### config.mk
export PLATFORM = sky130hd
export DESIGN_NAME = ladybird_bus_arbiter
export DESIGN_NICKNAME = d
export VERILOG_FILES = /design/src/rtl/ladybird_config.sv /design/src/rtl/ladybird_rr_pick.sv /design/src/rtl/ladybird_bus_arbiter.sv
export SDC_FILE = /design/constraint.sdc
export NUM_CORES = 1
export LEC_CHECK = 0
export ABC_AREA = 1
export CELL_PAD_IN_SITES_DETAIL_PLACEMENT = 0
export CELL_PAD_IN_SITES_GLOBAL_PLACEMENT = 1
export CORE_AREA = 2 2 147 149
export CTS_BUF_LIST = sky130_fd_sc_hd__clkbuf_4
export DETAILED_ROUTE_END_ITERATION = 10
export DIE_AREA = 0 0 149 151
export PLACE_DENSITY_LB_ADDON = 0.15
export SLEW_MARGIN = 0
export SYNTH_ARGS = -nofsm -noshare
export SYNTH_HDL_FRONTEND = slang
export SYNTH_SLANG_ARGS = --single-unit
export TNS_END_PERCENT = 10
### constraint.sdc
create_clock -name clk -period 1.6 [get_ports clk]
set_input_delay 0.4 -clock clk [delete_from_list [all_inputs] [get_ports clk]]
set_output_delay 0.4 -clock clk [all_outputs]
set_load 0.02 [all_outputs]
### src/rtl/ladybird_config.sv
// Shared configuration for the ladybird core slice: data width, arbiter FSM
// state encoding and a small index-width helper.
package ladybird_config;

    localparam int XLEN = 32;

    typedef enum logic [1:0] {ARB_IDLE, ARB_ISSUE, ARB_WAIT} arb_state_t;

    // Index width for n items; never narrower than one bit.
    function automatic int idx_w(input int n);
        return (n > 1) ? $clog2(n) : 1;
    endfunction

endpackage

### src/rtl/ladybird_rr_pick.sv
// Combinational round-robin picker: the first set request at or after ptr,
// wrapping, as a one-hot grant plus its index.
module ladybird_rr_pick
    import ladybird_config::*;
#(
    parameter int N = 2,
    localparam int IW = idx_w(N)
) (
    input  logic [N-1:0]  req,
    input  logic [IW-1:0] ptr,
    output logic [N-1:0]  gnt,
    output logic [IW-1:0] idx,
    output logic          any
);

    always_comb begin
        int j;
        j   = 0;
        gnt = '0;
        idx = '0;
        any = 1'b0;
        for (int i = 0; i < N; i++) begin
            j = int'(ptr) + i;
            if (j >= N) j = j - N;
            if (!any && req[j]) begin
                any    = 1'b1;
                gnt[j] = 1'b1;
                idx    = IW'(j);
            end
        end
    end

endmodule

### src/rtl/ladybird_bus_arbiter.sv
// Round-robin arbiter sharing one bus target between N_MST requesters, with one
// transaction in flight and a per-transaction response timeout.
module ladybird_bus_arbiter #(
    parameter int N_MST   = 2,
    parameter int TIMEOUT = 255,
    parameter int XLEN    = ladybird_config::XLEN
) (
    input  logic                    clk,
    input  logic                    nrst,
    input  logic [N_MST-1:0]        m_req,
    output logic [N_MST-1:0]        m_gnt,
    input  logic [N_MST*XLEN-1:0]   m_addr,
    input  logic [N_MST-1:0]        m_we,
    input  logic [N_MST*XLEN/8-1:0] m_wstrb,
    input  logic [N_MST*XLEN-1:0]   m_wdata,
    output logic [N_MST-1:0]        m_rvalid,
    output logic [XLEN-1:0]         m_rdata,
    output logic                    m_err,
    output logic                    s_req,
    input  logic                    s_gnt,
    output logic [XLEN-1:0]         s_addr,
    output logic                    s_we,
    output logic [XLEN/8-1:0]       s_wstrb,
    output logic [XLEN-1:0]         s_wdata,
    input  logic                    s_rvalid,
    input  logic [XLEN-1:0]         s_rdata
);
    import ladybird_config::*;

    localparam int IW = idx_w(N_MST);
    localparam int SW = XLEN / 8;
    localparam int TW = (TIMEOUT > 1) ? $clog2(TIMEOUT + 1) : 1;

    arb_state_t       state, state_nxt;
    logic [IW-1:0]    rr_ptr;
    logic [IW-1:0]    owner;
    logic [TW-1:0]    tcnt;
    logic [N_MST-1:0] pick_gnt;
    logic [IW-1:0]    pick_idx;
    logic             pick_any;
    logic             tmo_hit;
    logic             done;

    ladybird_rr_pick #(.N(N_MST)) u_pick (
        .req (m_req),
        .ptr (rr_ptr),
        .gnt (pick_gnt),
        .idx (pick_idx),
        .any (pick_any)
    );

    // Fires in the cycle in which the counter would reach TIMEOUT.
    assign tmo_hit = (TIMEOUT != 0) && (state != ARB_IDLE) && (tcnt == TW'(TIMEOUT - 1));

    always_comb begin
        state_nxt = state;
        m_gnt     = '0;
        m_rvalid  = '0;
        m_rdata   = '0;
        m_err     = 1'b0;
        s_req     = 1'b0;
        done      = 1'b0;
        case (state)
            ARB_IDLE: begin
                if (pick_any) begin
                    m_gnt     = pick_gnt;
                    state_nxt = ARB_ISSUE;
                end
            end
            ARB_ISSUE: begin
                s_req = 1'b1;
                if (s_gnt && s_rvalid) begin
                    done            = 1'b1;
                    m_rvalid[owner] = 1'b1;
                    m_rdata         = s_rdata;
                end else if (tmo_hit) begin
                    s_req           = 1'b0;
                    done            = 1'b1;
                    m_rvalid[owner] = 1'b1;
                    m_err           = 1'b1;
                end else if (s_gnt) begin
                    state_nxt = ARB_WAIT;
                end
            end
            ARB_WAIT: begin
                if (s_rvalid) begin
                    done            = 1'b1;
                    m_rvalid[owner] = 1'b1;
                    m_rdata         = s_rdata;
                end else if (tmo_hit) begin
                    done            = 1'b1;
                    m_rvalid[owner] = 1'b1;
                    m_err           = 1'b1;
                end
            end
            default: state_nxt = ARB_IDLE;
        endcase
        if (done) state_nxt = ARB_IDLE;
    end

    always_ff @(posedge clk) begin
        if (!nrst) begin
            state   <= ARB_IDLE;
            rr_ptr  <= '0;
            owner   <= '0;
            tcnt    <= '0;
            s_addr  <= '0;
            s_we    <= 1'b0;
            s_wstrb <= '0;
            s_wdata <= '0;
        end else begin
            state <= state_nxt;
            if (state == ARB_IDLE && pick_any) begin
                owner   <= pick_idx;
                tcnt    <= '0;
                s_addr  <= m_addr[pick_idx*XLEN +: XLEN];
                s_we    <= m_we[pick_idx];
                s_wstrb <= m_wstrb[pick_idx*SW +: SW];
                s_wdata <= m_wdata[pick_idx*XLEN +: XLEN];
            end else if (state != ARB_IDLE) begin
                tcnt <= tcnt + 1'b1;
            end
            if (done) rr_ptr <= (owner == IW'(N_MST - 1)) ? '0 : owner + 1'b1;
        end
    end

endmodule

* Yosys cells after proc, flatten, opt, wreduce, memory -nomap -nowiden *
Cells that the tools add are included.

storage, ports and cells
  flip-flop bits (word level) = 81
  bits in latches = 0
  bits in writable memories = 0
  bits in read-only memories = 0
  bits of input ports = 176
  output and inout port bits = 107
  word-level logic and storage cells = 95
  memories kept = 0

operators by class
  add/sub/neg operators = 5
  multiply operators = 0
  divide/modulo/power cells = 0
  $lt $le $gt $ge = 9
  eq/ne operators = 7
  shift operators = 3
  multiplexer cells = 47
  bitwise logic cells = 3
  reduce and logical (&&, ||, !) cells = 13

operators by type and width
  cell                                                                            count
  32-bit two-way mux                                                              4
  64-bit by 7-bit indexed part select with 32-bit output                          2
  32-bit by 1-bit >= comparator with 1-bit output (second input constant)         2
  32-bit by 3-bit less-than comparator with 1-bit output (second input constant)  2
  32-bit case mux with 2 select lines                                             1
  32-bit by 3-bit >= comparator with 1-bit output (second input constant)         1
  32-bit by 3-bit subtractor with 32-bit output (second input constant)           1
  1-bit two-way mux                                                               24
  2-bit two-way mux                                                               11
  8-bit by 1-bit adder with 8-bit output (second input constant)                  1
  8-bit equality test (second input constant)                                     1
  2-bit != test (second input constant)                                           4
  8-bit by 4-bit indexed part select with 4-bit output                            1
  1-bit logical AND                                                               7
  2-bit case mux with 3 select lines                                              1
  5-bit AND reduction                                                             1
  1-bit by 2-bit less-than comparator with 1-bit output (second input constant)   2
  1-bit case mux with 2 select lines                                              2
  2-bit case mux with 2 select lines                                              1
  2-bit OR reduction                                                              2
  1-bit demux with 1-bit select                                                   3
  1-bit by 2-bit subtractor with 3-bit output (second input constant)             1
  1-bit by 1-bit adder with 2-bit output (second input constant)                  1
  2-bit by 1-bit equality test with 1-bit output (second input constant)          1
  9 further kinds                                                                 10

* Depth between registers and ports, before layout *
  depth after elaboration = 11
  gate-level depth with buffers = 12
  depth with buffers taken out = 12

* Modules after synthesis *
From an unflattened synthesis, not the netlist that was laid out.

unflattened totals
  cells, all modules = 571
  area total of the unflattened synthesis = 4020.1 µm²

by module, submodules not included
  module                instances  cells each  area an instance (µm²)  seq. area each (µm²)
  ladybird_bus_arbiter  1          557         3965.1                  1621.6
  ladybird_rr_pick      1          14          55.1                    0.0

* Worst setup path after synthesis *
OpenSTA, ideal clock, no wires.

  path kind = flip-flop to output port
  start point = register state[0]
  end point = output port m_rvalid[0]
  data arrival time = 1.522 ns
  required time = 1.200 ns
  slack = -0.322 ns
  stages on the path, launching flop included = 10
  buffers on the path = 0
  cell sequence = dfxtp_1 inv_1 ha_1 inv_2 nand2_1 nor2_1 nand2_1 nand2_1 nand2_1 a21oi_1

between the ends
  cells in the longest elaborated chain, start to end = 5
  elaborated cells between the ends (all ways) = 8
  those cells by class = eq/ne (2); mux (4); reduce/logical (2)

ends and longest elaborated chain
  item                                         RTL line                                                source
  start: declaration                           ladybird_bus_arbiter.sv:34                              arb_state_t state, state_nxt;
  start signal: assignment                     ladybird_bus_arbiter.sv:112                             state <= state_nxt;
  2-bit nonzero test                           ladybird_bus_arbiter.sv:53                              assign tmo_hit = (TIMEOUT != 0) && (state != ARB_IDLE) && (tcnt == TW'(TIMEOUT - 1));
  1-bit logical AND                            ladybird_bus_arbiter.sv:53
  2-bit two-way mux                            ladybird_bus_arbiter.sv:76, ladybird_bus_arbiter.sv:90
  2-bit two-way mux, on equally long branches  ladybird_bus_arbiter.sv:86, ladybird_bus_arbiter.sv:72
  2-bit case mux with 2 select lines (*)       ladybird_bus_arbiter.sv:63                              case (state)
  end: declaration                             ladybird_bus_arbiter.sv:16                              output logic [N_MST-1:0] m_rvalid,

Mark *: on every way between the ends. The rest lies on a longest branch, timed or not.

* Worst setup path after layout *
  start point = input port s_rvalid
  end point = output port m_rdata[15]

between the ends
  cells in the longest elaborated chain, start to end = 3
  elaborated cells between the ends (all ways) = 4
  those cells by class = mux (3); reduce/logical (1)

ends and longest elaborated chain
  item                                     RTL line                    source
  start: declaration                       ladybird_bus_arbiter.sv:25  input logic s_rvalid,
  1-bit logical AND                        ladybird_bus_arbiter.sv:72  if (s_gnt && s_rvalid) begin
  32-bit two-way mux                       ladybird_bus_arbiter.sv:72
  32-bit case mux with 2 select lines (*)  ladybird_bus_arbiter.sv:63
  end: declaration                         ladybird_bus_arbiter.sv:17  output logic [XLEN-1:0] m_rdata,

Marked as above.

==> summary.txt <==
Outcome
  • Status: finished with violations
  • Failing checks: setup timing

Final layout
  • Reg area: approximately 1600 sq um
  • Finished Cell Area: between 8000 and 9000 sq um
  • Final core occ: 0.400
  • Area Overhead vs Synth: 92.6%
  • # nets final: about 1,200
  • Multi-input logic area: 2730 sq um
  • Layout cells sized above 1: 0.231
  • Fillers: 2,263

Setup path
  • Slowest stage delay, CP: around 510 ps
  • Delay-heaviest family, CP: buffers and inverters
  • Crit start category: input pin
  • CP Max Fanout: 8
  • Crit Path Class: in -> out
  • Critical-path top delay cell: clkdlybuf4s50_1
  • CP arrival: 1780 ps
  • Worst endpoint required time: around 1200 ps
  • Crit path cell chain: clkdlybuf4s50_1 > nand2_1 > o21ai_4 > nand2_4 > buf_12 > nor2_4 > buf_6
  • CP Buf/Inv Count: 3
  • Crit. End Element: output port

Global routing
  • Grt ovf: 0
  • M1 GR Usage: 0.186
  • GRT Total Usage: 0.156
  • GRT Max-Usage Layer: met2
  • Largest net degree at the start of global routing: 71
  • Met2 Use GR: 0.261
  • Met3 usage: 0.0596
  • First-pass GRT wire length: 27,500 microns
  • Vias in the first global route: between 5,000 and 6,000
  • Initial antenna violation count: 2

STA
  • FMAX: around 460 MHz
  • Worst Skew: 21.0 ps
  • Slew Viols, Final: 0
  • Fin crit period: approximately 2200 ps
  • RSZ-0062 raised after global routing: yes
  • Worst slew pin tran: around 770 ps
  • Final hold vios: 0
  • Final setup margin: -579 ps
  • Final setup vio count: 38
  • Slew margin rel.: 0.488
  • Setup tns final: -20,800 ps
  • Worst hold slack: about 250 ps
  • Ratio of final minimum period to clock period: 1.36

Clock tree
  • Num CTS Buffers: 9
  • CTS tree: yes
  • Cts hold-fix bufs: 0
  • Clock-pin slew on the worst setup and hold paths: roughly 140 ps
  • CTS sink count: 81
  • Clock buffer depth: 2
  • CTS root buffer: clkbuf_4
  • Insertion delay to the later sink of the worst-skew pair: 460 ps
  • Htree depth: 3

Floorplanning
  • Initial Utilization: 0.208
  • DIE WIDTH: roughly 150 microns
  • Row count: 53
  • Die ar.: 22,500 sq um
  • Core area: between 20,000 and 25,000 sq um
  • Die height: ~150 microns
  • I/O Pins: roughly 280

Routing
  • Drt wl/cell: roughly 14 microns
  • DRT iter0 DRCs: approximately 120
  • DRC violations left: 0
  • WL final: about 18,000 microns
  • Via count: 5,302
  • Antenna-violating nets left: 0
  • 1st-pass router iterations: 4
  • Detailed-route vias per instance: 4.11

Power
  • VDD IR max: between 0.5 and 0.6 mV
  • Pwr/cell area: roughly 1300 nW/um^2
  • LEAKAGE: ~3.8 nW

Synthesis
  • Synth warnings: 0
  • Mapped Cells: about 710
  • Syn_nets: roughly 900
  • Count of different cell masters after synthesis: 27
  • FF+latch count, synth: 81
  • Cell Area, Synth: approximately 4300 sq um
  • Syn Area/Cell: between 6 and 7 sq um
  • Sequential-to-total area share from yosys stat: 0.375

Placed design
  • Post-DP HPWL: approximately 13,000 microns
  • Worst setup slack after placement: -1020 ps
  • IO Port Bufs: roughly 280
  • GP Congestion: approximately 0.76
  • DP Area: 8060 sq um

Min path
  • Hold/Removal Path Class: in -> reg

Flow run
  • MaxCap Viol Count: 0
## cell type report
cell class,instances,area share
multi-input combinational,531,0.327
clock buffer,10,0.00900
sequential,81,0.195
timing repair buffer,339,0.394
inverter,48,0.0228
tap,275,0.0413
antenna,2,0.000600
clock inverter,5,0.00976
## placed cells by master, fill, tap and decap left out, types with 31 or more instances in the layout
| master | instances |
|---|---|
| clkdlybuf4s50_1 | 173 |
| nand2_1 | 158 |
| nor2_1 | 139 |
| dfxtp_1 | 78 |
| nand3_1 | 73 |
| o21ai_0 | 59 |
| buf_4 | 46 |
| buf_6 | 40 |
| inv_1 | 39 |
| nor2_4 | 31 |
## state kept, by name, indices dropped and copies added, names as in the netlist
register / count
s_we: 1
tcnt: 8
s_wstrb: 4
s_wdata: 32
state: 2
owner: 1
s_addr: 32
rr_ptr: 1
## Yosys cell counts, drive strengths merged
| cell type | number | area [sq um] |
|---|---|---|
| a21boi | 1 | 7.51 |
| a21oi | 10 | 61.3 |
| and3 | 1 | 6.26 |
| buf | 28 | 154 |
| clkbuf | 19 | 71.3 |
| dfxtp | 81 | 1620 |
| ha | 5 | 62.6 |
| inv | 48 | 180 |
| nand2 | 173 | 657 |
| nand3 | 73 | 365 |
| nand4 | 2 | 12.5 |
| nor2 | 186 | 708 |
| nor3 | 3 | 20.0 |
| o21ai | 72 | 360 |
| or2 | 1 | 6.26 |
| xnor2 | 1 | 8.76 |
| xor2 | 3 | 26.3 |
## final timing paths
kind | start | endpoint | slack, ps | cells past startpoint
worst min register to register | rr_ptr | rr_ptr | 500 | 2
worst min-delay path | nrst | owner | 250 | 3
worst max-delay path | s_rvalid | m_rdata[15] | -580 | 7
worst max register to register | state[0] | s_addr[25] | 0 | 8
## stage by stage
| step | total power (W) | cells |
|---|---|---|
| 6_report | 0.0110 | 1291 |
| 5_1_grt | 0.0118 | 1290 |
| 4_1_cts | 0.0112 | 1288 |
| 3_5_place_dp | 0.00998 | 1270 |
| 3_3_place_gp | 0.0100 | 1270 |
| 2_1_floorplan | 0.00665 | 707 |
## cells by family (layout without fill, tap and decap cells)
kind of cell               after synthesis  count (layout)  share of synthesized area
buffers and inverters                   95             402                     0.0936
other                                    0               2                          0
adders and majority gates                5               5                     0.0145
AOI/OAI and AO/OA                       83              83                     0.0991
DFF                                     81              81                      0.375
xor gates and xnor gates                 4               4                    0.00809
and+or+nand+nor                        439             439                      0.410
## per-layer routing
| layer | wire length, microns | up-vias |
|---|---|---|
| met2 | 8620 | 170 |
| met5 | 0 | - |
| met4 | 281 | 0 |
| met3 | 1670 | 17 |
| met1 | 7560 | 2297 |
| li1 | - | 2818 |
## repair_timing
action | 4_1_cts | 5_1_grt
resized for setup | 374 | 70
buffers inserted | 2 | 1
pin swaps | 10 | 4
gates cloned | 1 | 0
endpoints found under the setup margin | 172 | 152
## tightest hold or removal path: cells and delay by family
family / cells / cell delay, ps
buffers and inverters: 1 / 150
AO/OA/AOI/OAI: 1 / 50
AND/OR/NAND/NOR: 1 / 70
## power breakdown
part           leakage [nW]  total [W]  switching (W)  internal [W]
sequential            0.672    0.00322       0.000390       0.00283
combinational          3.08    0.00637        0.00378       0.00258
clock                0.0825    0.00141       0.000763      0.000643
total                  3.83     0.0110        0.00493       0.00606
Note: power is estimated with default switching activity, not from simulation.
